### src/rtl/network_pkg.sv
// Shared types and constants for the IPv4 header parser and its output slot.
package network_pkg;

    localparam logic [7:0] PROTO_TCP    = 8'd6;
    localparam logic [7:0] PROTO_UDP    = 8'd17;
    localparam logic [3:0] IPV4_MIN_IHL = 4'd5;
    localparam logic [3:0] IPV4_VERSION = 4'd4;

    typedef enum logic [1:0] {
        ST_HDR   = 2'd0,
        ST_EMIT  = 2'd1,
        ST_DRAIN = 2'd2
    } parser_state_e;

    typedef struct packed {
        logic [31:0] src_ip;
        logic [15:0] src_port;
        logic [31:0] dst_ip;
        logic [15:0] dst_port;
        logic [7:0]  protocol;
    } packet_s;

    // TCP and UDP both carry 16-bit source/destination ports first in the L4 header
    function automatic logic is_l4(input logic [7:0] proto);
        return (proto == PROTO_TCP) || (proto == PROTO_UDP);
    endfunction

endpackage

### src/rtl/packet_slot.sv
// Single-entry holding register for an extracted 5-tuple with valid/ready output.
module packet_slot
    import network_pkg::*;
(
    input  logic    clk,
    input  logic    rst_n,
    input  logic    load_i,
    input  packet_s data_i,
    input  logic    ready_i,
    output logic    valid_o,
    output packet_s data_o
);

    logic    valid_q;
    packet_s data_q;

    // A load in the same cycle as a transfer keeps the slot occupied with the new tuple
    always_ff @(posedge clk or negedge rst_n) begin
        if (!rst_n) begin
            valid_q <= 1'b0;
            data_q  <= '0;
        end else if (load_i) begin
            valid_q <= 1'b1;
            data_q  <= data_i;
        end else if (ready_i) begin
            valid_q <= 1'b0;
        end
    end

    assign valid_o = valid_q;
    assign data_o  = data_q;

endmodule

### src/rtl/packet_header_parser.sv
// Streams IPv4 frames byte by byte, extracts the 5-tuple and hands it to a one-entry slot.
module packet_header_parser
    import network_pkg::*;
#(
    parameter int unsigned CNT_W = 16
) (
    input  logic             clk,
    input  logic             rst_n,
    input  logic [7:0]       s_data,
    input  logic             s_valid,
    output logic             s_ready,
    input  logic             s_last,
    output packet_s          m_pkt,
    output logic             m_valid,
    input  logic             m_ready,
    output logic [CNT_W-1:0] pkt_count,
    output logic [CNT_W-1:0] drop_count
);

    localparam int unsigned IDX_W = 6;

    parser_state_e    state_q, state_d;
    logic [IDX_W-1:0] idx_q, idx_d;
    logic [3:0]       ihl_q, ihl_d;
    logic             last_q, last_d;
    packet_s          hdr_q, hdr_d;
    logic             s_ready_q;
    logic [CNT_W-1:0] pkt_count_q, drop_count_q;

    logic             accept_c, slot_free_c, load_c, drop_c, done_c, bad_c;
    logic [IDX_W-1:0] l4_base_c, l4_off_c;

    assign accept_c    = s_valid && s_ready_q;
    assign slot_free_c = !m_valid || m_ready;
    assign l4_base_c   = {ihl_q, 2'b00};
    assign l4_off_c    = idx_q - l4_base_c;
    assign bad_c       = (idx_q == '0) &&
                         ((s_data[7:4] != IPV4_VERSION) || (s_data[3:0] < IPV4_MIN_IHL));
    // Header ends at the last L4 port byte, or at the last IP header byte when there are no ports
    assign done_c      = (idx_q != '0) &&
                         (is_l4(hdr_q.protocol) ? (idx_q == l4_base_c + IDX_W'(3))
                                                : (idx_q == l4_base_c - IDX_W'(1)));

    // Field capture; hdr_d already includes the byte being accepted this cycle
    always_comb begin
        hdr_d = hdr_q;
        ihl_d = ihl_q;
        if (accept_c && (state_q == ST_HDR)) begin
            if (idx_q == '0) begin
                hdr_d = '0;
                ihl_d = s_data[3:0];
            end else if (idx_q == IDX_W'(9)) begin
                hdr_d.protocol = s_data;
            end else if ((idx_q >= IDX_W'(12)) && (idx_q <= IDX_W'(15))) begin
                hdr_d.src_ip = {hdr_q.src_ip[23:0], s_data};
            end else if ((idx_q >= IDX_W'(16)) && (idx_q <= IDX_W'(19))) begin
                hdr_d.dst_ip = {hdr_q.dst_ip[23:0], s_data};
            end else if (is_l4(hdr_q.protocol) && (idx_q >= l4_base_c)) begin
                if (l4_off_c < IDX_W'(2)) begin
                    hdr_d.src_port = {hdr_q.src_port[7:0], s_data};
                end else if (l4_off_c < IDX_W'(4)) begin
                    hdr_d.dst_port = {hdr_q.dst_port[7:0], s_data};
                end
            end
        end
    end

    always_comb begin
        state_d = state_q;
        idx_d   = idx_q;
        last_d  = last_q;
        load_c  = 1'b0;
        drop_c  = 1'b0;
        if (accept_c) begin
            idx_d = s_last ? '0 : idx_q + IDX_W'(1);
        end
        case (state_q)
            ST_HDR: begin
                if (accept_c) begin
                    if (bad_c) begin
                        drop_c = 1'b1;
                        if (!s_last) state_d = ST_DRAIN;
                    end else if (done_c) begin
                        if (slot_free_c) begin
                            load_c  = 1'b1;
                            state_d = s_last ? ST_HDR : ST_DRAIN;
                        end else begin
                            state_d = ST_EMIT;
                            last_d  = s_last;
                        end
                    end else if (s_last) begin
                        drop_c = 1'b1;
                    end
                end
            end
            ST_EMIT: begin
                if (slot_free_c) begin
                    load_c  = 1'b1;
                    state_d = last_q ? ST_HDR : ST_DRAIN;
                end
            end
            ST_DRAIN: begin
                if (accept_c && s_last) state_d = ST_HDR;
            end
            default: state_d = ST_HDR;
        endcase
    end

    always_ff @(posedge clk or negedge rst_n) begin
        if (!rst_n) begin
            state_q      <= ST_HDR;
            idx_q        <= '0;
            ihl_q        <= '0;
            last_q       <= 1'b0;
            hdr_q        <= '0;
            s_ready_q    <= 1'b1;
            pkt_count_q  <= '0;
            drop_count_q <= '0;
        end else begin
            state_q   <= state_d;
            idx_q     <= idx_d;
            ihl_q     <= ihl_d;
            last_q    <= last_d;
            hdr_q     <= hdr_d;
            s_ready_q <= (state_d != ST_EMIT);
            if (load_c && (pkt_count_q != '1)) pkt_count_q <= pkt_count_q + CNT_W'(1);
            if (drop_c && (drop_count_q != '1)) drop_count_q <= drop_count_q + CNT_W'(1);
        end
    end

    packet_slot u_slot (
        .clk     (clk),
        .rst_n   (rst_n),
        .load_i  (load_c),
        .data_i  (hdr_d),
        .ready_i (m_ready),
        .valid_o (m_valid),
        .data_o  (m_pkt)
    );

    assign s_ready    = s_ready_q;
    assign pkt_count  = pkt_count_q;
    assign drop_count = drop_count_q;

endmodule

### config.mk
export PLATFORM = sky130hd
export DESIGN_NAME = packet_header_parser
export DESIGN_NICKNAME = d
export VERILOG_FILES = /design/src/rtl/network_pkg.sv /design/src/rtl/packet_slot.sv /design/src/rtl/packet_header_parser.sv
export SDC_FILE = /design/constraint.sdc
export NUM_CORES = 1
export LEC_CHECK = 0
export CORE_MARGIN = 4
export CORE_UTILIZATION = 31
export CTS_CLUSTER_DIAMETER = 100
export DETAILED_ROUTE_END_ITERATION = 10
export MAX_ROUTING_LAYER = met4
export PLACE_DENSITY_LB_ADDON = 0.3
export SYNTH_ARGS = -nofsm -noshare
export SYNTH_HDL_FRONTEND = slang
export SYNTH_SLANG_ARGS = --single-unit
### constraint.sdc
create_clock -name clk -period 2.9 [get_ports clk]
set_input_delay 0.58 -clock clk [delete_from_list [all_inputs] [get_ports clk]]
set_output_delay 0.58 -clock clk [all_outputs]
set_load 0.01 [all_outputs]
## Word-level counts from Yosys, hierarchy flattened

Index checks and enable logic that the tools add are counted.

| operators by class | value |
|---|---|
| add/subtract/negate cells | 6 |
| multipliers | 0 |
| div/mod/pow operators | 0 |
| $lt $le $gt $ge | 8 |
| equal/unequal tests | 11 |
| shift operators | 0 |
| multiplexer cells | 38 |
| bitwise gates (word level) | 2 |
| reduce and logical (&&, ||, !) cells | 20 |

Operators by type and width:

| kind | number |
|---|---|
| $mux 104 | 2 |
| $mux 16 | 7 |
| $mux 96 | 1 |
| $mux 32 | 2 |
| $mux 64 | 1 |
| $add 16x1->16 const B | 2 |
| $ne 16x16->1 const B | 2 |
| $mux 2 | 9 |
| $eq 6x6->1 | 2 |
| $mux 1 | 12 |
| $logic_and 1x1->1 | 10 |
| $eq 8x3->1 const B | 1 |
| $eq 8x5->1 const B | 1 |
| $mux 8 | 1 |
| $add 6x1->6 const B | 1 |
| $add 6x2->6 const B | 1 |
| $eq 6x4->1 const B | 1 |
| $ge 6x4->1 const B | 1 |
| $ge 6x5->1 const B | 1 |
| $ge 6x6->1 | 1 |
| $le 6x4->1 const B | 1 |
| $le 6x5->1 const B | 1 |
| $logic_not 6->1 | 1 |
| $lt 6x2->1 const B | 1 |
| 19 further kinds | 22 |

| word-level totals | value |
|---|---|
| register bits after elaboration | 255 |
| bits in latches | 0 |
| memory bits (writable) | 0 |
| memory bits (read-only) | 0 |
| bits of input ports | 13 |
| output and inout port bits | 138 |
| logic and storage cells | 103 |
| memories kept | 0 |

## Longest topological paths before layout

| depth | value |
|---|---|
| word-level depth | 10 |
| depth in mapped cells | 12 |
| depth with buffers taken out | 10 |

## Cells and area by module

From an unflattened synthesis, not the netlist that was laid out.

| unflattened totals | value |
|---|---|
| cells, all modules | 958 |
| area total of the unflattened synthesis | 10964.3 sq um |

Modules (own cells, without submodules):

| module | times used | cells an instance | area each (sq um) |
|---|---|---|---|
| packet_header_parser | 1 | 735 | 6866.6 |
| packet_slot | 1 | 223 | 4097.7 |

## Least setup slack after synthesis

No wires, ideal clock.

| path | value |
|---|---|
| path kind | reg2reg |
| start | reg idx_q[2] |
| end | reg u_slot.data_q (netlist bit u_slot.data_o[62]) |
| library setup time | 0.125 ns |
| data arrival time | 2.668 ns |
| slack | 0.107 ns |
| cell stages (with the launch flop) | 13 |
| path buffers | 2 |
| path through | dfrtp_1 -> clkbuf_1 -> inv_1 -> ha_1 -> fa_1 -> inv_1 -> o221a_2 -> o21ai_0 -> o21ai_1 -> a41oi_1 -> buf_2 -> a22o_1 -> mux2_2 |

RTL lines:

| what | line | source |
|---|---|---|
| start, declared | packet_header_parser.sv:23 | `logic [IDX_W-1:0] idx_q, idx_d;` |
| start signal, assigned | packet_header_parser.sv:121 | `idx_q <= idx_d;` |
| end signal, assigned | packet_slot.sv:24 | `data_q <= data_i;` |
| end, declared | packet_slot.sv:15 | `packet_s data_q;` |

==> results.md <==
* Status: finished clean
* Core area at 33700 um2
* Vias in the first global route at 7905
* Post-synthesis cell type count at 56
* Top-area cell type share of the netlist area at 0.596
* Fraction of layout cells with a size suffix above 1 at 0.198
* Die Ht at 194 um
* Final min period at 2.66 ns
* # port buffers at 150
* Final setup fails at 0
* Resized Gates After CTS at 0
* Critical path capture point type: flip-flop
* HP Class: reg -> reg
* Top Usage Layer GRT: met2
* Die Wd at 194 um
* Final core occ at 0.420
* Total gr overflow at 0
* Root buffer cell: clkbuf_16
* Setup TNS Final at 0 ns
* Crit path cell chain: inv_1, fa_1, inv_1, o221a_2, o21ai_0, o21ai_1, a41oi_1, buf_4, a22o_1, mux2_1
* Gpl congestion at 0.855
* RSZ-0062 raised after global routing: false
* Final nets at 1132
* Starting density of the core at 0.317
* # rows at 67
* Met1 Use GR at 0.194
* Global-route wire length before repair at 44.3 mm
* Number of DRC markers in iteration 0 at 339
* Tot Pwr at 8.40 mW
* TritonCTS clock tree: done
* Total CTS buffers at 29
* Mapped cell area at 10700 um2
* Grt met2 use at 0.234
* Pre-CTS setup slack at -0.123 ns
* Initial antenna violation count at 0
* #FFs+latches synth at 255
* Slowest Stage Delay on Critical Path at 0.48 ns
* Sequential-to-total area share from yosys stat at 0.598
* N_diodes at 0
* Fmax at 376 MHz
* Inst Count DP at 1524
* Post-Layout Cell Count at 1577
* CTS Hold Bufs at 1
* CP Buf/Inv Count at 3
* Power density of the placed cells at 593 nW/um2
* P&R area growth vs syn at 32.7%
* Worst Path Arrival at 3.07 ns
* First drt pass iteration count at 4
* DP HPWL at 18.3 mm
* Top post-synthesis cells by area: dfrtp_1 (60%), mux2_2 (10%), nand2_1 (5.9%), a21oi_1 (3.8%), a22o_1 (2.6%)
* Final worst path period share at 0.917
* Clk pin slew, worst setup/hold paths at 0.06 ns
* Global-route met3 utilization at 0.0292
* Most common cell on crit path: inv_1
* Static Leak at 6.53 nW
* Worst-margin pin slew at 0.532 ns
* Post-synth EDFFs at 0
* DIE AREA at 37400 um2
* Slew HR at 0.645
* # clock sinks at 255
* CP startpoint kind: flip-flop
* Data required, critical path at 3.31 ns
* Area leader, netlist: dfrtp_1
* Via Count at 7548
* DR vias/cell at 4.79
* Max_cap viols at 0
* Final WL at 27.2 mm
* Syn_nets at 940
* H-tree depth at 1
* Final WS setup at 0.240 ns
* Endpoints failing hold at 0
* GR Util All Layers at 0.147
* Fillcell total at 3247
* Final Skew at 0.0175 ns
* Post-synth top flop: dfrtp_1
* Crit-path max FO at 16
* CTS max path bufs at 3
* Syn Inst Count at 916
* Crit Path Category: reg -> reg
* Post-synth ARST share at 1.00
* # Post-CTS Setup Buffers at 0
* Antenna viol nets, final at 0
* WL/cell at 17.2 um
* Fin. max-slew vios at 0
* Largest net degree at the start of global routing at 77
* Worst-Skew Late Latency at 0.55 ns
* Top Ports at 151
* Synth Warn # at 0
* Slowest CP cell: dfrtp_1
* Syn Area/Cell at 11.6 um2
* Crit-path leading delay family: compound AO/OA/AOI/OAI gates
* Peak VDD IR at 0.425 mV
* DRC viols at 0
## registers in the layout (all words and copies together) (netlist names)
name and count:
idx_q 6, pkt_count 16, u_slot.data_o 104, drop_count 16, last_q 1, u_slot.valid_o 1
s_ready 1, hdr_q 104, ihl_q 4, state_q 2
## worst paths after layout
kind / start / end / slack, ns / depth (start not counted)
setup / recovery: idx_q[3] / u_slot.data_o[58] / 0.24 / 10
setup reg to reg: idx_q[3] / u_slot.data_o[58] / 0.24 / 10
max in group asynchronous: rst_n / u_slot.data_o[57] / 1.54 / 3
hold reg to reg: u_slot.data_o[57] / u_slot.data_o[57] / 0.49 / 1
hold / removal: u_slot.data_o[57] / u_slot.data_o[57] / 0.49 / 1
min in group asynchronous: rst_n / hdr_q[96] / 0.57 / 2
## layout make-up
type,count,area [um2],share of cell area
Tap cell,448,561,0.0396
Clock buffer,39,813,0.0574
Timing Repair Buffer,213,2170,0.153
Clock inverter,13,160,0.0113
Sequential cell,255,6380,0.451
Multi-Input combinational cell,594,4020,0.284
Inverter,15,56.3,0.00398
## metal layers
layer | part of all wire | wire [um] | vias to the layer above
met5 | 0 | 0 | -
met1 | 0.46 | 12600 | 3800
met4 | 0.022 | 590 | 0
met2 | 0.47 | 12800 | 136
met3 | 0.047 | 1270 | 43
li1 | - | - | 3569
## cell usage after synthesis, drive strengths merged, types with 9 or more instances
| cell type | count |
|---|---|
| a211oi | 10 |
| a21oi | 80 |
| a22o | 32 |
| and3 | 9 |
| buf | 27 |
| clkbuf | 25 |
| dfrtp | 254 |
| ha | 10 |
| inv | 15 |
| mux2 | 110 |
| nand2 | 169 |
| nand3 | 23 |
| nor2 | 27 |
| nor3 | 11 |
| o21ai | 18 |
| xor2 | 27 |
## metrics by stage
step	area, um2	hold slack, ns
after floorplan	10700	0.284
after global placement	13200	0.475
after detailed placement	13200	0.478
after CTS	14200	0.494
after global routing	14200	0.512
final	14200	0.491
## cell usage in the layout, fill, tap and decap left out, types with 9 or more instances in the layout
| master | n |
|---|---|
| mux2_2 | 99 |
| a211oi_1 | 10 |
| xor2_1 | 27 |
| clkdlybuf4s50_1 | 149 |
| ha_1 | 10 |
| o21ai_0 | 17 |
| a21oi_1 | 80 |
| clkbuf_16 | 29 |
| nor3_1 | 10 |
| nor2_1 | 26 |
| and3_1 | 9 |
| mux2_1 | 11 |
| buf_4 | 47 |
| nand2_1 | 168 |
| a22o_1 | 32 |
| inv_1 | 15 |
| nand3_1 | 23 |
| buf_12 | 15 |
| dfrtp_1 | 254 |
## worst reg2reg max path, stage by stage (launching register included)
cell and delay (ns):
dfrtp_1 0.48, inv_1 0.16, fa_1 0.48, inv_1 0.07
o221a_2 0.18, o21ai_0 0.10, o21ai_1 0.15, a41oi_1 0.14
buf_4 0.22, a22o_1 0.26, mux2_1 0.30
## logic make-up after synthesis
| family | synth area share |
|---|---|
| XOR/XNOR | 0.0263 |
| buffers and inverters | 0.0280 |
| flip-flops | 0.598 |
| AO/OA/AOI/OAI | 0.0937 |
| adder cells (fa/ha/maj) | 0.0136 |
| multiplexers | 0.119 |
| AND/OR/NAND/NOR | 0.121 |
## report_power, final
| group | switching [mW] | internal (mW) |
|---|---|---|
| sequential | 0.102 | 3.64 |
| combinational | 0.544 | 0.402 |
| clock | 1.48 | 2.24 |
Power figures use the tool's default switching activity.
